==> config.mk <==
export PLATFORM = sky130hd
export DESIGN_NAME = vv_add_mem_arbiter
export DESIGN_NICKNAME = d
export VERILOG_FILES = /design/src/rtl/vv_add_mem_arbiter.sv
export SDC_FILE = /design/constraint.sdc
export NUM_CORES = 1
export LEC_CHECK = 0
export BUFFER_PORTS_ARGS = -buffer_cell sky130_fd_sc_hd__buf_2
export CORE_AREA = 2 2 241 243
export CTS_BUF_LIST = sky130_fd_sc_hd__clkbuf_8
export CTS_CLUSTER_SIZE = 24
export DETAILED_ROUTE_END_ITERATION = 10
export DIE_AREA = 0 0 243 245
export PLACE_DENSITY = 0.44
export SLEW_MARGIN = 0
export SYNTH_ARGS = -nofsm -noshare
export SYNTH_HDL_FRONTEND = slang
export SYNTH_SLANG_ARGS = --single-unit
==> constraint.sdc <==
create_clock -name clk -period 2.4 [get_ports clk]
set_clock_uncertainty 0.15 [all_clocks]
set_input_delay 0.36 -clock clk [delete_from_list [all_inputs] [get_ports clk]]
set_output_delay 0.36 -clock clk [all_outputs]
set_load 0.03 [all_outputs]
==> src/rtl/vv_add_mem_arbiter.sv <==
// Shares the vv_add RoCC memory port between NUM_REQ request streams and routes responses back by tag.
// Latency: an accepted request is on mem_req_* the next cycle; a memory response reaches its requester one cycle later.
// Backpressure: req_ready_o stays low while the holding register is stalled by mem_req_ready_i or a requester is at its in-flight limit.
module vv_add_mem_arbiter #(
    parameter int NUM_REQ         = 3,
    parameter int MAX_OUTSTANDING = 4
) (
    input  logic                  clk,
    input  logic                  rst,
    input  logic [NUM_REQ-1:0]    req_valid_i,
    output logic [NUM_REQ-1:0]    req_ready_o,
    input  logic [NUM_REQ*40-1:0] req_addr_i,
    input  logic [NUM_REQ*5-1:0]  req_cmd_i,
    input  logic [NUM_REQ*3-1:0]  req_typ_i,
    input  logic [NUM_REQ*64-1:0] req_data_i,
    output logic [NUM_REQ-1:0]    resp_valid_o,
    output logic [NUM_REQ-1:0]    resp_nack_o,
    output logic [63:0]           resp_data_o,
    input  logic                  mem_req_ready_i,
    output logic                  mem_req_valid_o,
    output logic [39:0]           mem_req_addr_o,
    output logic [9:0]            mem_req_tag_o,
    output logic [4:0]            mem_req_cmd_o,
    output logic [2:0]            mem_req_typ_o,
    output logic                  mem_req_phys_o,
    output logic [63:0]           mem_req_data_o,
    input  logic                  mem_resp_valid_i,
    input  logic [9:0]            mem_resp_tag_i,
    input  logic [63:0]           mem_resp_data_i,
    input  logic                  mem_resp_nack_i,
    output logic                  busy_o,
    output logic                  tag_err_o
);

    // Counters count issued (fired) requests; one accepted-but-unissued request
    // is not yet counted, so leave headroom of one above the limit.
    localparam int            CW      = $clog2(MAX_OUTSTANDING + 2);
    localparam logic [CW-1:0] MAX_CNT = CW'(MAX_OUTSTANDING);

    logic [1:0]          rr_ptr;
    logic [7:0]          seq;
    logic [CW-1:0]       outst [NUM_REQ];
    logic [NUM_REQ-1:0]  eligible;
    logic [NUM_REQ-1:0]  inc_vec;
    logic [NUM_REQ-1:0]  dec_vec;
    logic [NUM_REQ-1:0]  nz_vec;
    logic                grant_vld;
    logic [1:0]          grant_id;
    logic [2:0]          scan_idx;
    logic                slot_free;
    logic                accept;
    logic                mem_fire;
    logic                resp_known;
    logic                underflow;
    logic [39:0]         sel_addr;
    logic [4:0]          sel_cmd;
    logic [2:0]          sel_typ;
    logic [63:0]         sel_data;
    logic                unused_tag_bits;

    // Upper tag bits carry the sequence number only; routing uses the id bits.
    assign unused_tag_bits = ^mem_resp_tag_i[9:2];

    assign slot_free      = !mem_req_valid_o || mem_req_ready_i;
    assign mem_fire       = mem_req_valid_o && mem_req_ready_i;
    // Grants are suppressed while reset is asserted so nothing looks accepted.
    assign accept         = grant_vld && slot_free && rst;
    assign resp_known     = ({1'b0, mem_resp_tag_i[1:0]} < 3'(NUM_REQ));
    assign underflow      = |(dec_vec & ~inc_vec & ~nz_vec);
    assign busy_o         = mem_req_valid_o || (|nz_vec);
    assign mem_req_phys_o = 1'b0;

    // Per-requester eligibility and counter increment/decrement strobes.
    always_comb begin
        eligible = '0;
        nz_vec   = '0;
        inc_vec  = '0;
        dec_vec  = '0;
        for (int i = 0; i < NUM_REQ; i++) begin
            eligible[i] = req_valid_i[i] && (outst[i] < MAX_CNT);
            nz_vec[i]   = (outst[i] != '0);
            inc_vec[i]  = mem_fire && (mem_req_tag_o[1:0] == 2'(i));
            dec_vec[i]  = mem_resp_valid_i && (mem_resp_tag_i[1:0] == 2'(i));
        end
    end

    // Round-robin scan: first eligible requester at or after rr_ptr, wrapping.
    always_comb begin
        grant_vld = 1'b0;
        grant_id  = '0;
        scan_idx  = '0;
        for (int k = 0; k < NUM_REQ; k++) begin
            scan_idx = {1'b0, rr_ptr} + 3'(k);
            if (scan_idx >= 3'(NUM_REQ)) begin
                scan_idx = scan_idx - 3'(NUM_REQ);
            end
            if (!grant_vld && eligible[scan_idx[1:0]]) begin
                grant_vld = 1'b1;
                grant_id  = scan_idx[1:0];
            end
        end
    end

    // Mux the granted requester's fields toward the holding register.
    always_comb begin
        sel_addr = '0;
        sel_cmd  = '0;
        sel_typ  = '0;
        sel_data = '0;
        for (int i = 0; i < NUM_REQ; i++) begin
            if (grant_id == 2'(i)) begin
                sel_addr = req_addr_i[40*i +: 40];
                sel_cmd  = req_cmd_i[5*i +: 5];
                sel_typ  = req_typ_i[3*i +: 3];
                sel_data = req_data_i[64*i +: 64];
            end
        end
    end

    // One-hot accept toward the granted requester.
    always_comb begin
        req_ready_o = '0;
        if (accept) begin
            req_ready_o[grant_id] = 1'b1;
        end
    end

    // Round-robin pointer moves past the winner; sequence number stamps each accept.
    always_ff @(posedge clk or negedge rst) begin
        if (!rst) begin
            rr_ptr <= '0;
            seq    <= '0;
        end else if (accept) begin
            rr_ptr <= (grant_id == 2'(NUM_REQ - 1)) ? 2'd0 : grant_id + 2'd1;
            seq    <= seq + 8'd1;
        end
    end

    // Holding register: loads on accept, holds while stalled, empties on fire.
    always_ff @(posedge clk or negedge rst) begin
        if (!rst) begin
            mem_req_valid_o <= 1'b0;
            mem_req_addr_o  <= '0;
            mem_req_tag_o   <= '0;
            mem_req_cmd_o   <= '0;
            mem_req_typ_o   <= '0;
            mem_req_data_o  <= '0;
        end else if (accept) begin
            mem_req_valid_o <= 1'b1;
            mem_req_addr_o  <= sel_addr;
            mem_req_tag_o   <= {seq, grant_id};
            mem_req_cmd_o   <= sel_cmd;
            mem_req_typ_o   <= sel_typ;
            mem_req_data_o  <= sel_data;
        end else if (mem_fire) begin
            mem_req_valid_o <= 1'b0;
        end
    end

    // In-flight counters: fire adds, response removes, both together cancel, never below zero.
    always_ff @(posedge clk or negedge rst) begin
        if (!rst) begin
            for (int i = 0; i < NUM_REQ; i++) begin
                outst[i] <= '0;
            end
        end else begin
            for (int i = 0; i < NUM_REQ; i++) begin
                if (inc_vec[i] && !dec_vec[i]) begin
                    outst[i] <= outst[i] + CW'(1);
                end else if (dec_vec[i] && !inc_vec[i] && nz_vec[i]) begin
                    outst[i] <= outst[i] - CW'(1);
                end
            end
        end
    end

    // Response routing to the owning requester and the sticky tag error flag.
    always_ff @(posedge clk or negedge rst) begin
        if (!rst) begin
            resp_valid_o <= '0;
            resp_nack_o  <= '0;
            resp_data_o  <= '0;
            tag_err_o    <= 1'b0;
        end else begin
            resp_valid_o <= '0;
            resp_nack_o  <= '0;
            if (mem_resp_valid_i && resp_known) begin
                if (mem_resp_nack_i) begin
                    resp_nack_o <= dec_vec;
                end else begin
                    resp_valid_o <= dec_vec;
                end
                resp_data_o <= mem_resp_data_i;
            end
            if ((mem_resp_valid_i && !resp_known) || underflow) begin
                tag_err_o <= 1'b1;
            end
        end
    end

endmodule
**Word level (Yosys, flattened, before mapping)**

Cells that the tools add are included.

- Bits in registers: 213
- Output and inout port bits: 199
- Logic and storage cells: 144

- Add/sub/neg operators: 13
- Order comparisons: 12
- Equal/unequal tests: 6
- Multiplexer cells: 43
- Bitwise logic cells: 4
- Reductions and logical operators: 51

Operators with widths:

| operator | number |
|---|---|
| two-way mux 64 bit | 3 |
| two-way mux 40 bit | 3 |
| two-way mux 3 bit | 14 |
| logical AND 1 bit | 26 |
| two-way mux 5 bit | 3 |
| two-way mux 2 bit | 7 |
| < comparator 2 x 3 -> 1 bit, second input constant | 4 |
| logical NOT 1 bit | 10 |
| adder 3 x 1 -> 3 bit, second input constant | 3 |
| < comparator 3 bit, second input constant | 3 |
| two-way mux 1 bit | 9 |
| nonzero test 3 bit | 3 |
| subtractor 3 x 1 -> 3 bit, second input constant | 3 |
| adder 8 x 1 -> 8 bit, second input constant | 1 |
| nonzero test 2 bit | 4 |
| bitwise AND 3 bit | 2 |
| binary-select mux 1 bit (select 2 bit) | 3 |
| == test 2 x 1 -> 1 bit, second input constant | 3 |
| == test 2 bit, second input constant | 3 |
| greater-or-equal comparator 3 x 2 -> 1 bit, second input constant | 2 |
| logical NOT 2 bit | 3 |
| NOT 3 bit | 2 |
| OR reduction 3 bit | 2 |
| subtractor 2 bit, second input constant | 3 |
| other kinds (8) | 10 |

**Longest topological paths before layout**

Gate-level depths: netlist of the first run.

- Depth after elaboration: 16
- Mapped depth: 12
- Depth with buffers taken out: 8

**Worst setup path after synthesis of the first run**

Ideal clock, no wire load.

- Path kind: register to output
- Start point: register rr_ptr[0]
- End point: output port req_ready_o[1]
- Arrival: 2.268 ns
- Data required time: 1.890 ns
- Path slack: -0.378 ns
- Stages on the path, launching flop included: 11
- Path through: dfrtp_1 inv_1 ha_1 buf_2 and4bb_1 a21oi_1 and3_4 a21o_4 buf_6 buf_2 nor2_1

- Cells in the longest elaborated chain, start to end: 16
- Elaborated cells between the ends (all ways): 35
- Classes of those cells: 5 x add/sub; 5 x order compare; 18 x mux; 7 x reduce/logical

Ends and longest elaborated chain:

| what | line | text |
|---|---|---|
| start, declared | 40 | `logic [1:0] rr_ptr;` |
| start signal, assigned | 134 | `rr_ptr <= (grant_id == 2'(NUM_REQ - 1)) ? 2'd0 : grant_id + 2'd1;` |
| branches (longest 15 deep; another with adder 2 x 1 -> 3 bit) | - |  |
| two-way mux 3 bit * | 123 | `if (accept) begin` |
| end, declared | 11 | `output logic [NUM_REQ-1:0] req_ready_o,` |

Every way passes the cells marked *. The select of a mux whose other input is x is not followed.

**Worst setup path after layout of the first run**

- Start point: register rr_ptr[0]
- End point: output port req_ready_o[2]

Same word-level chain as after synthesis.

==> results of run 1 <==
==> layout by cell type, fill, tap and decap left out, types with 35 or more instances in the layout <==
master / count
a211oi_1: 45
a21oi_1: 39
buf_2: 602
buf_4: 101
clkbuf_8: 51
dfrtp_1: 212
dlygate4sd3_1: 388
mux2_2: 67
nand2_1: 154
o21a_1: 79
o21ai_0: 72
o21ai_1: 86
o22ai_1: 35
==> timing repair <==
item,CTS,global route
hold endpoints to repair,398,1
hold buffers,387,1
gates resized for setup,56,123
setup buffers,8,19
pin swaps,9,28
gates cloned,12,5
endpoints found under the setup margin,125,132
==> area by class of cell <==
type,instances,share of cell area [%]
inverter,9,0.1555
timing repair buffer,1160,41.49
antenna,1,0.01152
tap,765,4.406
multi-input combinational,756,25.41
clock inverter,22,0.7544
sequential,213,24.54
clock buffer,51,3.231
==> flip-flops by register name (all words and copies together), names as in the netlist <==
signal	count
outst	9
resp_valid_o	3
mem_req_typ_o	3
seq	8
mem_req_tag_o	10
rr_ptr	2
mem_req_addr_o	40
resp_data_o	64
mem_req_cmd_o	5
mem_req_valid_o	1
tag_err_o	1
resp_nack_o	3
mem_req_data_o	64
==> worst min-delay path, cell delays in order <==
cell and delay (ns):
buf_2 0.09, o21a_1 0.13, a211oi_2 0.04, o21ai_1 0.12
==> kinds of logic (layout without fill, tap and decap cells) <==
family	after synthesis	count (layout)
compound gates	447	447
mux	69	69
flops	213	213
fa+ha+maj	7	7
simple gates	222	222
other cells	1	2
xor+xnor	10	10
buf+inv	106	1242
==> through the flow <==
stage | cell area (um^2) | hold WS (ns) | cells
6_report | 21730 | 0.06081 | 2977
5_1_grt | 21730 | 0.03257 | 2977
2_1_floorplan | 10800 | -0.08559 | 1075
3_3_place_gp | 15500 | 0.3048 | 2472
4_1_cts | 20930 | 0.003090 | 2952
3_5_place_dp | 15500 | 0.3094 | 2472
==> worst max path at each step <==
| stage | start | cells past startpoint | slack, ns | end |
|---|---|---|---|---|
| 6_report | rr_ptr[0] | 8 | -0.55 | req_ready_o[2] |
| 5_1_grt | rr_ptr[0] | 8 | -0.68 | req_ready_o[2] |
| 4_1_cts | rr_ptr[0] | 8 | -0.64 | req_ready_o[2] |
| 3_5_place_dp | rr_ptr[1] | 8 | -0.29 | mem_req_data_o[33] |
| 3_3_place_gp | rr_ptr[0] | 8 | -0.25 | mem_req_data_o[36] |
| 2_1_floorplan | rr_ptr[1] | 9 | -0.08 | req_ready_o[1] |
==> layer usage <==
layer / track usage, % / up-vias / part of all wire, %
li1: - / 6135 / -
met1: 18.59 / 6335 / 39
met2: 28.91 / 579 / 50
met3: 4.045 / 159 / 6.3
met4: 8.120 / 0 / 4.6
met5: 0 / - / 0
==> power by group through the flow <==
stage	logic, mW	clock network [mW]	registers (mW)
after floorplan	6.33	0	8.01
after global placement	14.2	0	5.82
after detailed placement	14.3	0	5.82
after CTS	16.5	4.05	5.81
after global routing	19.4	4.21	6.00
final	18.2	3.85	5.83
==> flow_metrics.env, run 1 <==
export IMPL_crit_path_max_incr_delay_ns=0.40
export IMPL_grt_pass1_vias=13950
export IMPL_ys_flop_type="dfrtp_1"
export IMPL_ys_seq_area_share_pct=49.51
export IMPL_finalMaxSlewViolations=0
export IMPL_finalPower_mw=27.88
export IMPL_vias=13210
export IMPL_timing_rr_end="mem_req_data_o[13]"
export IMPL_synth_fp_nets=1500
export IMPL_min_delay_start="req_addr_i[48]"
export IMPL_cap_violations=0
export IMPL_intPower_mw=15.13
export IMPL_cts_root_buffer="clkbuf_8"
export IMPL_dr_pass1_iters=5
export IMPL_synth_adder_area_share_pct=1.023
export IMPL_utilization_pct=38.09
export IMPL_synth_common_cells="dfrtp_1 (213), nand2_1 (157), o21ai_0 (92)"
export IMPL_power_density_nw_per_um2=1283
export IMPL_avgRoutedWirePerCell_um=17.69
export IMPL_whs_path_depth=4
export IMPL_hp_class="in -> reg"
export IMPL_grt_max_degree=113
export IMPL_rows=88
export IMPL_drc=0
export IMPL_synth_top_family_by_area="compound AO/OA/AOI/OAI gates"
export IMPL_worstPathCellList="buf_6 > ha_4 > nand4bb_1 > a21boi_4 > and3_4 > a21o_4 > nor2_4 > buf_6"
export IMPL_endpoint_kind="primary output"
export IMPL_synthMuxAreaShare_pct=7.194
export IMPL_clk_path_buf_depth=3
export IMPL_synth_simple_gate_area_share_pct=9.042
export IMPL_timing_rr_start="rr_ptr[0]"
export IMPL_grt_setup_unrepaired="yes"
export IMPL_ios=617
export IMPL_sw_frac_of_total_pct=45.75
export IMPL_setup_tns_ns=-27.09
export IMPL_drt_iter0_drc=522
export IMPL_hold_viol=0
export IMPL_syn_inst=1075
export IMPL_fin_nets=2607
export IMPL_post_place_ws_ns=-0.2935
export IMPL_initial_utilization_pct=18.88
export IMPL_reg2reg_slack_ns=-0.30
export IMPL_cp_slowest_cell="dfrtp_1"
export IMPL_yosysMostFrequentCell="dfrtp_1"
export IMPL_start_kind="flip-flop"
export IMPL_worstPathBufferInverterCount=2
export IMPL_place_congestion=0.8546
export IMPL_io_buffers=607
export IMPL_critPathKind="reg -> out"
export IMPL_seqPwrFrac_pct=20.9
export IMPL_layout_drive_gt1_share_pct=45.50
export IMPL_arrival_ns=2.44
export IMPL_routed_wl_mm=52.67
export IMPL_finalWorstSetupSlack_ns=-0.5490
export IMPL_die_y_um=245
export IMPL_cts_made_buffers=42
export IMPL_cts_htree_levels=2
export IMPL_ys_warn_count=0
export IMPL_maxSlewHeadroom_pct=53.09
export IMPL_setup_viol=129
export IMPL_path_clk_slew_ns=0.05
export IMPL_ant_nets=0
export IMPL_power_share_clock_pct=13.8
export IMPL_min_period_ns=2.949
export IMPL_synth_edf_count=0
export IMPL_dieArea_um2=59540
export IMPL_grt_pass1_wl_mm=77.12
export IMPL_p_leak_nw=10.13
export IMPL_min_period_over_period_pct=122.9
export IMPL_viasPerCell=4.437
export IMPL_synth_area_top_cells="dfrtp_1 (50%), mux2_2 (7.0%), o21a_1 (5.5%), nand2_1 (5.5%), a211oi_1 (4.8%)"
export IMPL_area_delta_synth_final_pct=101.8
export IMPL_cts_sinks=213
export IMPL_grt_usage_pct=16.45
export IMPL_pwr_share_comb_pct=65.3
export IMPL_violations="setup timing"
export IMPL_syn_area_um2=10770
export IMPL_seqCellArea_um2=5331
export IMPL_yosys_area_top_type="dfrtp_1"
export IMPL_timing_critical_path_mode_cell="buf_6"
export IMPL_cts_tree="built"
export IMPL_status="finished, violations left"
export IMPL_die_w_um=243
export IMPL_clk_latency_ns=0.59
export IMPL_dp_hpwl_mm=33.65
export IMPL_synth_top_area_share_pct=49.51
export IMPL_ys_seq_elements=213
export IMPL_critical_path_top_delay_family="simple AND/OR/NAND/NOR gates"
export IMPL_crit_fanout=6
export IMPL_worstMarginPinSlew_ns=0.7037
export IMPL_p_sw_mw=12.76
export IMPL_antenna_found_initial=1
export IMPL_worstPathRequired_ns=1.89
export IMPL_synthXorXnorAreaFrac_pct=0.8136
export IMPL_irDropWorstVdd_uv=526.6
export IMPL_async_flop_share_pct=100.0
export IMPL_synth_cell_types=54
export IMPL_synth_compound_area_share_pct=27.25
export IMPL_clock_fmax_mhz=339.1
export IMPL_fillCellCount=5696
export IMPL_core_area_um2=57030
export IMPL_holdPathEnd="mem_req_addr_o[8]"
export IMPL_synth_area_per_cell_um2=10.01
export IMPL_rr_worst_depth=12
export IMPL_grt_overflow=0
export IMPL_multiInputGateArea_um2=5522
Note: power is estimated with default switching activity, not from simulation.
==> run 2, diff against run 1 <==
ABC_AREA = 1   (was unset)
CORE_AREA = 2 2 238 240   (was 2 2 241 243)
DIE_AREA = 0 0 240 242   (was 0 0 243 245)
PLACE_DENSITY = 0.46   (was 0.44)
==> run 2 against run 1 <==
The run still ends with setup timing left. Utilization rose by 1.4 points. Synthesized area grew 5.8%. First-iteration DRC count rose by 13%. Power grew 19%. Routed wire length grew 6.0%. Critical path depth increased by 4. Global-route usage grew 1.9 points. Sequential share of layout area down 0.35 points. Final cell count increased by 13%. Register-to-register slack lost 0.05 ns. Largest cell class unchanged.
==> flow_metrics.env, run 2 <==
export IMPL_io_buffers=607
export IMPL_arrival_ns=2.43
export IMPL_ys_warn_count=0
export IMPL_top_layer="met5"
export IMPL_core_area_um2=55730
export IMPL_worstPathCellList="ha_4 > inv_4 > nor2_2 > nand2_1 > nand2_2 > nor2_4 > nand4_4 > nand2_4 > inv_8 > buf_16 > nor2_4 > buf_6"
export IMPL_clock_fmax_mhz=340.1
export IMPL_path_clk_slew_ns=0.06
export IMPL_drc=0
export IMPL_yosys_area_top_type="dfrtp_1"
export IMPL_endpoint_kind="primary output"
export IMPL_antenna_found_initial=6
export IMPL_grt_max_degree=129
export IMPL_rr_worst_depth=17
export IMPL_die_w_um=240
export IMPL_yosysMostFrequentCell="nand2_1"
export IMPL_whs_path_depth=5
export IMPL_viasPerCell=4.246
export IMPL_whs_ns=0.04107
export IMPL_ys_flop_type="dfrtp_1"
export IMPL_seqPwrFrac_pct=17.6
export IMPL_timing_critical_path_mode_cell="nor2_4"
export IMPL_cts_tree="built"
export IMPL_syn_area_um2=11390
export IMPL_ys_seq_elements=213
export IMPL_synth_edf_count=0
export IMPL_crit_fanout=5
export IMPL_synth_fp_nets=1923
export IMPL_grt_pass1_vias=14870
export IMPL_intPower_mw=17.16
export IMPL_finalWorstSetupSlack_ns=-0.5402
export IMPL_dp_hpwl_mm=36.35
export IMPL_p_sw_mw=15.95
export IMPL_pwr_share_comb_pct=70.0
export IMPL_worstMarginPinSlew_ns=0.8248
export IMPL_grt_overflow=0
export IMPL_routed_wl_mm=55.85
export IMPL_ios=617
export IMPL_sw_frac_of_total_pct=48.18
export IMPL_area_delta_synth_final_pct=93.44
export IMPL_crit_path_max_incr_delay_ns=0.43
export IMPL_synth_common_cells="nand2_1 (592), dfrtp_1 (213), nor2_1 (177)"
export IMPL_min_period_over_period_pct=122.5
export IMPL_fin_nets=3004
export IMPL_status="finished, violations left"
export IMPL_grt_usage_pct=18.34
export IMPL_place_congestion=0.8559
export IMPL_clk_latency_ns=0.59
export IMPL_ys_seq_area_share_pct=46.79
export IMPL_worstPathRequired_ns=1.89
export IMPL_vias=14310
export IMPL_setup_tns_ns=-30.16
export IMPL_dieArea_um2=58080
export IMPL_routed_wl_met2_mm=26.87
export IMPL_synth_area_per_cell_um2=7.605
export IMPL_wl_met1_mm=21.24
export IMPL_syn_inst=1498
export IMPL_maxSlewHeadroom_pct=45.02
export IMPL_setup_viol=112
export IMPL_avgRoutedWirePerCell_um=16.57
export IMPL_min_period_ns=2.940
export IMPL_wl_met3_mm=4.600
export IMPL_cts_sinks=213
export IMPL_irDropWorstVdd_uv=1155
export IMPL_cts_made_buffers=43
export IMPL_layout_common_cells="buf_2 (603), nand2_1 (581), dlygate4sd3_1 (392), dfrtp_1 (213), nand3_1 (156)"
export IMPL_die_y_um=242
export IMPL_async_flop_share_pct=100.0
export IMPL_layout_drive_gt1_share_pct=35.87
export IMPL_drt_iter0_drc=590
export IMPL_critPathKind="reg -> out"
export IMPL_dr_pass1_iters=7
export IMPL_final_common_cell="buf_2"
export IMPL_hold_viol=0
export IMPL_violations="setup timing"
export IMPL_p_leak_nw=11.65
export IMPL_synth_cell_types=35
export IMPL_cap_violations=0
export IMPL_grt_setup_unrepaired="yes"
export IMPL_power_density_nw_per_um2=1502
export IMPL_synth_area_top_cells="dfrtp_1 (47%), nand2_1 (20%), nand3_1 (7.2%), mux2_2 (6.6%), nor2_1 (5.8%)"
export IMPL_initial_utilization_pct=20.44
export IMPL_hp_class="in -> reg"
export IMPL_cts_htree_levels=2
export IMPL_cp_slowest_cell="dfrtp_1"
export IMPL_synth_top_area_share_pct=46.79
export IMPL_cts_root_buffer="clkbuf_8"
export IMPL_fillCellCount=5490
export IMPL_clk_path_buf_depth=3
export IMPL_rows=87
export IMPL_finalMaxSlewViolations=0
export IMPL_grt_pass1_wl_mm=82.07
export IMPL_power_share_clock_pct=12.4
export IMPL_top_regs="mem_req_data_o x64, resp_data_o x64, mem_req_addr_o x40"
export IMPL_ant_nets=0
export IMPL_start_kind="flip-flop"
-- run 2: power groups by stage --
stage | Combinational [mW] | Clock, mW | Sequential (mW)
after global routing | 25.1 | 4.44 | 5.98
final | 23.2 | 4.11 | 5.83
after CTS | 22.0 | 4.28 | 5.82
after detailed placement | 17.8 | 0 | 5.83
after floorplan | 9.26 | 0 | 8.04
after global placement | 17.7 | 0 | 5.82
-- run 2: metrics by stage --
stage / setup slack (ns) / util, % / power (mW) / std cells / area (um^2)
final: -0.5402 / 39.54 / 33.11 / 3371 / 22040
after floorplan: -0.03743 / - / 17.30 / 1498 / 11430
after global routing: -0.6896 / 39.54 / 35.55 / 3371 / 22040
after detailed placement: -0.1623 / 28.22 / 23.64 / 2838 / 15730
after CTS: -0.6034 / 38.79 / 32.09 / 3355 / 21620
after global placement: -0.1280 / 28.22 / 23.52 / 2838 / 15730
-- run 2: final timing paths --
kind	start	slack (ns)	end
max in group asynchronous	rst	1.06	mem_req_tag_o[0]
min in group asynchronous	rst	0.35	rr_ptr[0]
max	rr_ptr[1]	-0.54	req_ready_o[2]
min	req_addr_i[43]	0.04	mem_req_addr_o[3]
min reg2reg	mem_req_addr_o[4]	0.32	mem_req_addr_o[4]
max reg2reg	rr_ptr[1]	-0.35	mem_req_data_o[20]
-- run 2: worst max-delay path, delay by kind of cell (launching register included) --
family        cells  cell delay [ns]
flops             1             0.43
buf+inv           4             0.39
simple gates      7             0.73
fa+ha+maj         1             0.29
-- run 2: kinds of logic (layout without fill, tap and decap cells) --
group	Yosys count	count (layout)	share of synthesized area, %
xor+xnor	12	12	0.9226
flops	213	213	46.79
simple gates	961	961	34.35
buf+inv	195	1309	7.820
fa+ha+maj	7	7	0.9665
other cells	1	4	0.03292
mux	69	69	6.798
compound gates	40	40	2.317
-- run 2: final cells by class --
| type | instances | area (um^2) | area share, % |
|---|---|---|---|
| well taps | 756 | 945.9 | 4.292 |
| clock inverters | 23 | 180.2 | 0.8176 |
| diodes | 3 | 7.507 | 0.03407 |
| multi-input cells | 1090 | 5482 | 24.87 |
| repair buffers | 1121 | 8907 | 40.42 |
| clock buffers | 55 | 757.0 | 3.435 |
| inverters | 110 | 427.9 | 1.942 |
| flip-flops and latches | 213 | 5330 | 24.19 |
-- run 2: routing by layer --
metal  global-route usage [%]  up-vias
met3                    5.173      186
met4                    10.52        4
met2                    31.82      742
met1                    19.87     6542
li1                         -     6839
met5                        0        -
-- run 2: timing repair --
action                     CTS  global route
pin swaps                   11            24
setup buffers               30            12
setup endpoints to repair  107           130
hold buffers               392             0
resized for setup           74            72
hold endpoints to repair   396             0
cloned                      18             5
==> run 3, diff against run 2 <==
==> constraint.sdc (replaced) <==
create_clock -name clk -period 2.4 [get_ports clk]
set_clock_uncertainty 0.15 [all_clocks]
set_input_delay 0.24 -clock clk [delete_from_list [all_inputs] [get_ports clk]]
set_output_delay 0.24 -clock clk [all_outputs]
set_load 0.03 [all_outputs]
==> run 3 against run 2 <==
Largest cell class unchanged. Worst hold slack improved by 0.17 ns. Via count about the same. Final area decreased by 1.2%. Maximum frequency increased by 3.3%. Worst setup slack improved by 0.093 ns. Register-to-register slack got worse by 0.097 ns. Power decreased by 5.8%. The flow still finishes with violations (setup timing). Flip-flop and latch count unchanged. Sequential power about the same. Sequential share of layout area increased by 0.29 points.
==> flow_metrics.env, run 3 (synthesis gave the netlist of run 2 again) <==
export IMPL_clk_latency_ns=0.58
export IMPL_path_clk_slew_ns=0.06
export IMPL_fin_nets=3011
export IMPL_crit_fanout=5
export IMPL_dr_pass1_iters=5
export IMPL_initial_utilization_pct=20.44
export IMPL_layout_drive_gt1_share_pct=34.40
export IMPL_setup_viol=125
export IMPL_ios=617
export IMPL_worstPathCellList="ha_4 > buf_6 > nand4_1 > buf_4 > nand4_1 > nand3_4 > buf_12 > nor2_4 > buf_6"
export IMPL_vias=14330
export IMPL_io_buffers=607
export IMPL_antenna_found_initial=7
export IMPL_place_area_um2=15750
export IMPL_top_regs="mem_req_data_o x64, resp_data_o x64, mem_req_addr_o x40"
export IMPL_worstMarginPinSlew_ns=0.6408
export IMPL_violations="setup timing"
export IMPL_place_congestion=0.8706
export IMPL_p_leak_nw=11.56
export IMPL_clk_path_buf_depth=3
export IMPL_cts_root_buffer="clkbuf_8"
export IMPL_finalMaxSlewViolations=0
export IMPL_min_period_over_period_pct=118.6
export IMPL_grt_pass1_wl_mm=78.52
export IMPL_core_area_um2=55730
export IMPL_avgRoutedWirePerCell_um=16.20
export IMPL_cts_made_buffers=42
export IMPL_power_density_nw_per_um2=1432
export IMPL_crit_path_max_incr_delay_ns=0.44
export IMPL_maxSlewHeadroom_pct=57.28
export IMPL_grt_setup_unrepaired="yes"
export IMPL_seqCellArea_um2=5331
export IMPL_timing_rr_start="rr_ptr[1]"
export IMPL_die_y_um=242
export IMPL_routed_wl_mm=54.78
export IMPL_hold_viol=0
export IMPL_grt_overflow=0
export IMPL_final_common_cell="buf_2"
export IMPL_multiInputGateArea_um2=5316
export IMPL_arrival_ns=2.46
export IMPL_hp_class="in -> async"
export IMPL_die_w_um=240
export IMPL_cts_tree="built"
export IMPL_grt_max_degree=101
export IMPL_endpoint_kind="primary output"
export IMPL_utilization_pct=39.07
export IMPL_irDropWorstVdd_uv=929.2
export IMPL_clock_fmax_mhz=351.3
export IMPL_grt_pass1_vias=14660
export IMPL_status="finished, violations left"
export IMPL_dieArea_um2=58080
export IMPL_cts_htree_levels=2
export IMPL_drt_iter0_drc=626
export IMPL_grt_usage_pct=17.28
export IMPL_drc=0
export IMPL_fin_area_um2=21780
export IMPL_layout_common_cells="buf_2 (603), nand2_1 (582), dlygate4sd3_1 (409), dfrtp_1 (212), nor2_1 (171)"
export IMPL_start_kind="flip-flop"
export IMPL_dp_hpwl_mm=35.91
export IMPL_reg2reg_slack_ns=-0.45
export IMPL_ant_nets=0
export IMPL_critPathKind="reg -> out"
export IMPL_cts_sinks=213
export IMPL_rows=87
export IMPL_worstPathRequired_ns=2.01
export IMPL_viasPerCell=4.236
export IMPL_cap_violations=0
export IMPL_finalWorstSetupSlack_ns=-0.4470
export IMPL_cp_slowest_cell="dfrtp_2"
export IMPL_critPathLaunch="rr_ptr[1]"
export IMPL_area_delta_synth_final_pct=91.16
export IMPL_min_period_ns=2.847
export IMPL_fillCellCount=5489
run 3: cell count changes in the layout (fill, tap and decap cells not counted), sizes merged, moves of 4 or more:
cell         before  now
clkbuf           60   69
dlygate4sd3     392  409
buf             721  706
inv             124  120
diode             3    7
run 3: final cells by class:
cell class / instances / share of cell area, %
antenna: 7 / 0.08044
clock buffer: 58 / 3.666
clock inverter: 19 / 0.8791
inverter: 110 / 1.988
multi-input combinational: 1090 / 24.41
sequential: 213 / 24.48
tap: 756 / 4.344
timing repair buffer: 1129 / 40.15
run 3: path summary, 6_finish.rpt:
check	end	cells after the start
setup / recovery	req_ready_o[2]	9
hold / removal	outst[6]	3
setup reg to reg	mem_req_data_o[62]	15
hold reg to reg	mem_req_data_o[31]	2
max in group asynchronous	mem_req_addr_o[33]	3
min in group clk	resp_data_o[17]	3
run 3: routing by layer:
metal  wire length [um]  global-route usage [%]  up-vias
met4               2604                   8.476        2
met2              26400                   30.30      706
met5                 13                       0        -
met1              21160                   18.74     6590
met3               4603                   5.333      170
li1                   -                       -     6859
run 3: what timing repair did:
item | in CTS | in global routing
gates resized for setup | 32 | 54
setup buffers | 11 | 12
hold endpoints to repair | 398 | 0
hold buffers | 409 | 0
pin swaps | 8 | 20
cloned | 5 | 13
endpoints found under the setup margin | 102 | 136
run 3: critical path: cells and delay by family (launching register included):
| family | cells | cell delay, ns |
|---|---|---|
| AND/OR/NAND/NOR | 4 | 0.54 |
| buffers and inverters | 4 | 0.58 |
| flip-flops | 1 | 0.44 |
| adder cells (fa/ha/maj) | 1 | 0.32 |
run 3: per-stage QoR:
step / std cells / total power [mW] / setup TNS [ns] / hold WS (ns) / worst slack, ns
global placement: 2849 / 23.36 / -2.816 / 0.2364 / -0.08684
detailed placement: 2849 / 23.47 / -5.318 / 0.2335 / -0.1427
CTS: 3351 / 29.46 / -15.92 / 0.1974 / -0.4938
floorplan: 1498 / 17.26 / 0 / -0.2056 / 0.06063
finish: 3382 / 31.19 / -32.68 / 0.2120 / -0.4470
global route: 3381 / 33.73 / -49.32 / 0.2146 / -0.6032
run 3: power breakdown:
part / switching (mW) / total (mW) / internal (mW)
Clock: 1.67 / 4.26 / 2.58
Combinational: 12.7 / 21.1 / 8.44
Sequential: 0.814 / 5.83 / 5.02
